==> src/rtl/addr_rf_stream.sv <==
// Expands a compressed group table (row offset, channel, cumulative end pointer per group)
// into a valid/ready stream of (row, col, ch, idx) entries with out-of-bounds flagging.
module addr_rf_stream #(
  parameter int NG    = 4,
  parameter int LEN_W = 11,
  parameter int HW    = 7,
  parameter int RW    = 3,
  parameter int KW    = 5
) (
  input  logic                i_clk,
  input  logic                i_rst_n,
  input  logic                i_start,
  input  logic                i_abort,
  input  logic [HW-1:0]       i_h,
  input  logic [HW-1:0]       i_w,
  input  logic [RW-1:0]       i_s,
  input  logic [NG*RW-1:0]    i_r,
  input  logic [NG*KW-1:0]    i_k,
  input  logic [NG*LEN_W-1:0] i_ptr,
  input  logic [LEN_W-1:0]    i_length,
  output logic                o_valid,
  input  logic                i_ready,
  output logic [HW-1:0]       o_row,
  output logic [HW-1:0]       o_col,
  output logic [KW-1:0]       o_ch,
  output logic [LEN_W-1:0]    o_idx,
  output logic                o_oob,
  output logic                o_last,
  output logic                o_busy,
  output logic                o_finish,
  output logic                o_err
);

  localparam int GW = (NG > 1) ? $clog2(NG) : 1;

  typedef enum logic [1:0] {S_IDLE, S_CHECK, S_RUN, S_DONE} state_t;

  state_t                state_q, state_d;
  logic [HW-1:0]         h_q, h_d, w_q, w_d;
  logic [RW-1:0]         s_q, s_d;
  logic [NG*RW-1:0]      r_q, r_d;
  logic [NG*KW-1:0]      k_q, k_d;
  logic [NG*LEN_W-1:0]   ptr_q, ptr_d;
  logic [LEN_W-1:0]      len_q, len_d, n_q, n_d;
  logic                  err_q, err_d;
  logic                  valid_q, valid_d;
  logic [HW-1:0]         row_q, row_d, col_q, col_d;
  logic [KW-1:0]         ch_q, ch_d;
  logic [LEN_W-1:0]      idx_q, idx_d;
  logic                  oob_q, oob_d, last_q, last_d;

  logic                  load;
  logic [GW-1:0]         grp;
  logic [RW-1:0]         r_sel;
  logic [HW:0]           row_diff, col_diff;

  // Table is usable when pointers never decrease and cover the requested length.
  function automatic logic table_ok(input logic [NG*LEN_W-1:0] ptr, input logic [LEN_W-1:0] len);
    logic ok;
    ok = (len <= ptr[(NG-1)*LEN_W +: LEN_W]);
    for (int g = 1; g < NG; g++) begin
      if (ptr[g*LEN_W +: LEN_W] < ptr[(g-1)*LEN_W +: LEN_W]) ok = 1'b0;
    end
    return ok;
  endfunction

  // Lowest group whose exclusive end lies beyond n; empty groups fall through naturally.
  function automatic logic [GW-1:0] find_group(input logic [LEN_W-1:0] n,
                                               input logic [NG*LEN_W-1:0] ptr);
    logic [GW-1:0] sel;
    logic          found;
    sel   = '0;
    found = 1'b0;
    for (int g = 0; g < NG; g++) begin
      if (!found && (n < ptr[g*LEN_W +: LEN_W])) begin
        sel   = GW'(g);
        found = 1'b1;
      end
    end
    return sel;
  endfunction

  assign grp      = find_group(n_q, ptr_q);
  assign r_sel    = r_q[grp*RW +: RW];
  // The extra top bit of each difference is the borrow that marks a wrapped coordinate.
  assign row_diff = {1'b0, h_q} - {{(HW+1-RW){1'b0}}, r_sel};
  assign col_diff = {1'b0, w_q} - {{(HW+1-RW){1'b0}}, s_q};

  always_comb begin
    state_d = state_q;
    h_d     = h_q;
    w_d     = w_q;
    s_d     = s_q;
    r_d     = r_q;
    k_d     = k_q;
    ptr_d   = ptr_q;
    len_d   = len_q;
    n_d     = n_q;
    err_d   = err_q;
    valid_d = valid_q;
    row_d   = row_q;
    col_d   = col_q;
    ch_d    = ch_q;
    idx_d   = idx_q;
    oob_d   = oob_q;
    last_d  = last_q;
    load    = 1'b0;

    case (state_q)
      S_IDLE: begin
        if (i_start && !i_abort) begin
          h_d     = i_h;
          w_d     = i_w;
          s_d     = i_s;
          r_d     = i_r;
          k_d     = i_k;
          ptr_d   = i_ptr;
          len_d   = i_length;
          n_d     = '0;
          err_d   = 1'b0;
          state_d = S_CHECK;
        end
      end
      S_CHECK: begin
        if (!table_ok(ptr_q, len_q)) begin
          err_d   = 1'b1;
          state_d = S_DONE;
        end else if (len_q == '0) begin
          state_d = S_DONE;
        end else begin
          load    = 1'b1;
          state_d = S_RUN;
        end
      end
      S_RUN: begin
        if (valid_q && i_ready && last_q) begin
          valid_d = 1'b0;
          last_d  = 1'b0;
          state_d = S_DONE;
        end else if ((!valid_q || i_ready) && (n_q < len_q)) begin
          load = 1'b1;
        end
      end
      default: state_d = S_IDLE;
    endcase

    if (load) begin
      valid_d = 1'b1;
      row_d   = row_diff[HW-1:0];
      col_d   = col_diff[HW-1:0];
      ch_d    = k_q[grp*KW +: KW];
      idx_d   = n_q;
      oob_d   = row_diff[HW] | col_diff[HW];
      last_d  = (n_q == len_q - 1'b1);
      n_d     = n_q + 1'b1;
    end

    // Abort overrides everything, including a beat handshaking this same cycle.
    if (i_abort && (state_q != S_IDLE)) begin
      state_d = S_IDLE;
      valid_d = 1'b0;
      last_d  = 1'b0;
    end
  end

  always_ff @(posedge i_clk or negedge i_rst_n) begin
    if (!i_rst_n) begin
      state_q <= S_IDLE;
      h_q     <= '0;
      w_q     <= '0;
      s_q     <= '0;
      r_q     <= '0;
      k_q     <= '0;
      ptr_q   <= '0;
      len_q   <= '0;
      n_q     <= '0;
      err_q   <= 1'b0;
      valid_q <= 1'b0;
      row_q   <= '0;
      col_q   <= '0;
      ch_q    <= '0;
      idx_q   <= '0;
      oob_q   <= 1'b0;
      last_q  <= 1'b0;
    end else begin
      state_q <= state_d;
      h_q     <= h_d;
      w_q     <= w_d;
      s_q     <= s_d;
      r_q     <= r_d;
      k_q     <= k_d;
      ptr_q   <= ptr_d;
      len_q   <= len_d;
      n_q     <= n_d;
      err_q   <= err_d;
      valid_q <= valid_d;
      row_q   <= row_d;
      col_q   <= col_d;
      ch_q    <= ch_d;
      idx_q   <= idx_d;
      oob_q   <= oob_d;
      last_q  <= last_d;
    end
  end

  assign o_valid  = valid_q;
  assign o_row    = row_q;
  assign o_col    = col_q;
  assign o_ch     = ch_q;
  assign o_idx    = idx_q;
  assign o_oob    = oob_q;
  assign o_last   = last_q;
  assign o_busy   = (state_q != S_IDLE);
  assign o_finish = (state_q == S_DONE);
  assign o_err    = (state_q == S_DONE) && err_q;

endmodule

==> config.mk <==
export PLATFORM = sky130hd
export DESIGN_NAME = addr_rf_stream
export DESIGN_NICKNAME = d
export VERILOG_FILES = /design/src/rtl/addr_rf_stream.sv
export SDC_FILE = /design/constraint.sdc
export NUM_CORES = 1
export LEC_CHECK = 0
export ABC_CLOCK_PERIOD_IN_PS = 3150
export BUFFER_PORTS_ARGS = -buffer_cell sky130_fd_sc_hd__buf_2
export CORE_MARGIN = 2
export CORE_UTILIZATION = 40
export DETAILED_ROUTE_END_ITERATION = 10
export PLACE_DENSITY_LB_ADDON = 0.25
export SLEW_MARGIN = 30
export SYNTH_ARGS = -nofsm -noshare
export SYNTH_HDL_FRONTEND = slang
export SYNTH_SLANG_ARGS = --single-unit
export TNS_END_PERCENT = 10
==> constraint.sdc <==
create_clock -name i_clk -period 3.15 [get_ports i_clk]
set_input_delay 0.63 -clock i_clk [delete_from_list [all_inputs] [get_ports i_clk]]
set_output_delay 0.63 -clock i_clk [all_outputs]
set_load 0.01 [all_outputs]
# [Word level (Yosys, flattened, before mapping)]
# Index checks and enable logic that the tools add are counted.
[totals] in_bits=109 register_bits=151 output_inout_bits=36 elab_cells=104
[classes] n_eq_ne=8 muxes=33 n_reduce_logical=28 multipliers=2 n_addsub=4 magnitude_cmp=9 shift=2 bitwise_logic=1
[op_table] operator="$lt A11 B11 Y1" count=8
[op_table] operator="$mux W11" count=3
[op_table] operator="$mux W1" count=22
[op_table] operator="$shiftx A20 B6 Y5" count=1
[op_table] operator="$sub A7 B3 Y8" count=2
[op_table] operator="$shiftx A12 B5 Y3" count=1
[op_table] operator="$add A11 B1 Y11 const B" count=1
[op_table] operator="$eq A11 B11 Y1" count=1
[op_table] operator="$le A11 B11 Y1" count=1
[op_table] operator="$logic_not A11 Y1" count=1
[op_table] operator="$sub A11 B1 Y11 const B" count=1
[op_table] operator="$mux W2" count=5
[op_table] operator="$logic_and A1 B1 Y1" count=9
[op_table] operator="$reduce_and A2 Y1" count=4
[op_table] operator="$reduce_bool A2 Y1" count=4
[op_table] operator="$ne A3 B3 Y1 const B" count=2
[op_table] operator="$pmux W2 S3" count=1
[op_table] operator="$reduce_bool A3 Y1" count=2
[op_table] operator="$logic_not A1 Y1" count=5
[op_table] operator="$mul A2 B3 Y5 const B" count=1
[op_table] operator="$eq A2 B2 Y1 const B" count=2
[op_table] operator="$mul A2 B2 Y4 const B" count=1
[op_table] operator="$ne A2 B2 Y1 const B" count=2
[op_table] operator="$pmux W1 S2" count=2
[op_table] operator="other kinds (5)" count=5

# [Depth between registers and ports, before layout]
[depth] ltp_word=15 ltp_mapped=18 mapped_depth_nobuf=17

# [Least setup slack after synthesis]
# OpenSTA, ideal clock, no wires.
[synth_path] kind="register -> register" startpoint="reg n_q[8]" endpoint="reg row_q[6] (netlist: o_row[6])" stages_incl_launch_ff=17 slack_ns=-0.357 arrival_ns=3.382 required_ns=3.024 synth_period_minus_slack_ns=3.507 path_buffers=1 setup_ns=0.126 cell_sequence="dfrtp_1 ha_1 a21oi_1 nor2_1 a211oi_1 o21ai_1 a211oi_4 buf_6 nor2b_1 a211oi_1 a21oi_1 ha_1 fa_1 o21ai_0 nor3_1 xnor2_1 a21oi_1"
[synth_via] elab_chain_len=14 elab_cells_between_ends=24 classes_between="add/sub: 1; mul: 1; order compare: 5; shift: 1; mux: 9; reduce/logical: 7"
[synth_lines] item="from (decl)" line_no="44" source="logic [LEN_W-1:0] len_q, len_d, n_q, n_d;"
[synth_lines] item="from (signal assigned)" line_no="194" source="n_q <= n_d;"
[synth_lines] item="$lt A11 B11 Y1" line_no="75" source="if (!found && (n < ptr[g*LEN_W +: LEN_W])) begin"
[synth_lines] item="$mux W1" line_no="75"
[synth_lines] item="$logic_not A1 Y1" line_no="75"
[synth_lines] item="$logic_and A1 B1 Y1" line_no="75"
[synth_lines] item="$mux W1" line_no="75"
[synth_lines] item="$logic_not A1 Y1" line_no="75"
[synth_lines] item="$logic_and A1 B1 Y1" line_no="75"
[synth_lines] item="$mux W1" line_no="75"
[synth_lines] item="$logic_not A1 Y1" line_no="75"
[synth_lines] item="$logic_and A1 B1 Y1" line_no="75"
[synth_lines] item="$mux W2" line_no="75"
[synth_lines] item="$mul A2 B2 Y4" line_no="84" source="assign r_sel = r_q[grp*RW +: RW];"
[synth_lines] item="$shiftx A12 B5 Y3" line_no="84"
[synth_lines] item="$sub A7 B3 Y8" line_no="86" source="assign row_diff = {1'b0, h_q} - {{(HW+1-RW){1'b0}}, r_sel};"
[synth_lines] item="to (signal assigned)" line_no="197" source="row_q <= row_d;"
[synth_lines] item="to (decl)" line_no="47" source="logic [HW-1:0] row_q, row_d, col_q, col_d;"
# Several ways; a longest one is shown, not always the timed one.
# A chain may end at the register's enable or synchronous reset.

# [Worst setup path in the final report]
[layout_path] startpoint="reg n_q[4]" endpoint="reg row_q[2] (netlist: o_row[2])"
# Same word-level chain as after synthesis.

==> metrics.md <==
| Metric | Value |
|---|---|
| Run status | finished, violations left |
| Failing checks | setup timing |
| Crit Path Max Fanout | 8 |
| Origin of the worst setup path | n_q[4] |
| Die ar. | 23,300 um^2 |
| Worst r2r src | n_q[4] |
| R2r endpoint | o_row[2] |
| Final-report hold violation count | 0 |
| Worst setup SP type | flop |
| Share of layout cells above drive strength 1 | 28.1% |
| Cells after synthesis | 966 |
| Initial Util | approximately 40% |
| Area after DPL | 10,600 um^2 |
| Final core utilization | 52.3% |
| Sequential share of the synthesized area | between 40% and 50% |
| FF-to-FF path depth | 13 |
| Clock slew at reported path FFs | 0.07 ns |
| CTS tree | yes |
| Leak Pwr | approximately 5.9 nW |
| Clock Latency Late Sink | 0.42 ns |
| FF+latch count, synth | 151 |
| Post-synth top flop | dfrtp_1 |
| Ports | 145 |
| Fill cell count | about 2.1k |
| Design area | 11,400 um^2 |
| Detailed Route WL | 23.6 mm |
| Synth Warn # | 0 |
| Max transition margin | 65.9% |
| Hold Crit Class | input port to async pin |
| Vias | 7,405 |
| Drt pass-1 iters | 4 |
| Final min period | 3.24 ns |
| Avg WL per Cell | 15.9 um |
| Worst Skew | 0.00924 ns |
| WP data arrival | 3.54 ns |
| Most common cell after layout, fill and taps aside | nand2_1 |
| DP HPWL | 17.9 mm |
| Fin crit share | 103% |
| RSZ-0062 raised after global routing | yes |
| Setup ws final | -0.0949 ns |
| Port Buffers | roughly 140 |
| Max Root-Sink Buffers | 2 |
| Iteration-0 DRC count of the detailed router | 459 |
| Die Span Y | about 150 um |
| Worst slew pin tran | 0.512 ns |
| Vias in the first global route | 7,529 |
| Post-Layout Cell Count | roughly 1.5k |
| Syn_area_per_cell | roughly 9.2 um^2 |
| Syn_nets | 1,181 |
| Final setup fails | 5 |
| Reg-to-reg slack, setup | -0.09 ns |
| Total GRT Usage | 20.7% |
| DRC Markers | 0 |
| Library cells used by synthesis | around 50 |
| Largest net degree at the start of global routing | 70 |
| Max Clk Rate | 308 MHz |
| Post-synth EDFFs | 0 |
| Core Footprint | between 20,000 and 25,000 um^2 |
| Nets | between 1k and 1.5k |
| CTS Buf Count | 17 |
| Setup crit end kind | flop |
| Initial antenna violation count | 2 |
| GP Congestion | 0.860 |
| DRT antenna net count | 0 |
| First-pass GRT wire length | 38.6 mm |
| CTS H-tree depth | 4 |
| Root Buffer | clkbuf_16 |
| Clock Sinks | roughly 150 |
| Area leader, netlist | dfrtp_1 |
| Maximum VDD drop | 0.495 mV |
| Mapped cell area | 8850 um^2 |
| Top cells by area, synth | dfrtp_1, ha_1, nand2_1, o21ai_0, inv_1 |
| Die Width | 153 um |
| Post-Place Cells | between 1k and 1.5k |
| Post-synth top area share | 42.7% |
| Setup crit end | o_row[2] |
| P per Cell Area | about 930 nW/um^2 |
| Synthesis-to-layout area growth | 28.6% |
| WHS | approximately 0.10 ns |
| Cell Rows | 54 |
| Worst EP required | 3.45 ns |
| Vias per Instance | 4.98 |
| Max cap viols | 0 |
| Most frequent cells in the layout | nand2_1, dfrtp_1, buf_2 |
| Congestion Overflow GR | 0 |
| Crit Path Category | flop to flop |
| Final Max Tran Viols | 0 |
| Ys async rst share | 100% |
-- state kept, by name (all words and copies together) (netlist names), 11 cells and up --
register	cells
r_q	12
k_q	20
len_q	11
o_idx	11
n_q	11
ptr_q	44
-- worst min path at each step --
stage	to	start	slack (ns)
5_1_grt	ptr_q[6]	i_rst_n	0.11
2_1_floorplan	err_q	i_rst_n	0.33
4_1_cts	ptr_q[6]	i_rst_n	0.10
6_report	ptr_q[6]	i_rst_n	0.10
3_5_place_dp	k_q[11]	k_q[11]	0.46
3_3_place_gp	k_q[6]	k_q[6]	0.46
-- power breakdown --
| group | leakage, nW | internal, mW | switching, mW |
|---|---|---|---|
| Combinational | 3.71 | 2.47 | 2.81 |
| Clock | 0.276 | 1.11 | 0.907 |
| Sequential | 1.88 | 2.75 | 0.584 |
| Total | 5.87 | 6.34 | 4.30 |
-- cell usage after synthesis, drive strengths merged, types with 11 or more instances --
cell and instances:
a21o 14, a21oi 49, mux2 21, ha 104
nor2b 13, nand4 13, nand2 233, mux2i 28
nor2 36, buf 11, dfrtp 151, xnor2 18
clkbuf 24, o21ai 85, inv 76
-- critical path, stage by stage, from the launching register on --
cell,delay (ns)
dfrtp_2,0.46
ha_1,0.32
a21o_1,0.11
nand3_1,0.12
a21oi_2,0.29
nor2_4,0.08
a211oi_4,0.29
buf_12,0.17
mux2i_1,0.18
a21oi_1,0.09
ha_2,0.18
fa_2,0.36
xnor2_1,0.15
mux2_1,0.31
-- metal layers --
metal,share of wire [%],track usage (%)
met2,45,32.7
met5,0.055,0
met4,2.8,7.19
met3,3.8,3.75
met1,49,28.6
-- layout make-up --
type / count / area [um^2] / share of cell area [%]
repair buffers: 242 / 1550 / 13.6
multi-input cells: 704 / 4840 / 42.5
clock buffers: 18 / 429 / 3.77
well taps: 280 / 350 / 3.08
flip-flops and latches: 151 / 3790 / 33.3
inverters: 76 / 288 / 2.53
diodes: 1 / 2.50 / 0.0220
clock inverters: 14 / 139 / 1.22
-- what timing repair did --
action | in CTS | in global routing
buffers inserted | 5 | 4
gates resized for setup | 11 | 16
hold buffers | 0 | 0
setup endpoints to repair | 6 | 11
pin swaps | 7 | 12
-- per-stage QoR --
stage | setup TNS [ns] | power, mW | setup WS (ns)
finish | -0.289 | 10.6 | -0.0949
global route | -1.24 | 11.6 | -0.238
CTS | -0.416 | 10.6 | -0.112
detailed placement | -0.731 | 8.51 | -0.169
global placement | -0.455 | 8.34 | -0.115
floorplan | -0.432 | 6.55 | -0.108
-- cells by family after synthesis --
| kind of cell | count (synthesis) | share of synthesized area [%] |
|---|---|---|
| AOI/OAI and AO/OA | 188 | 12.7 |
| xor gates and xnor gates | 27 | 2.67 |
| adders and majority gates | 106 | 15.1 |
| buffers and inverters | 111 | 5.10 |
| DFF | 151 | 42.7 |
| muxes | 49 | 5.84 |
| and+or+nand+nor | 334 | 15.8 |
Note: power is estimated with default switching activity, not from simulation.
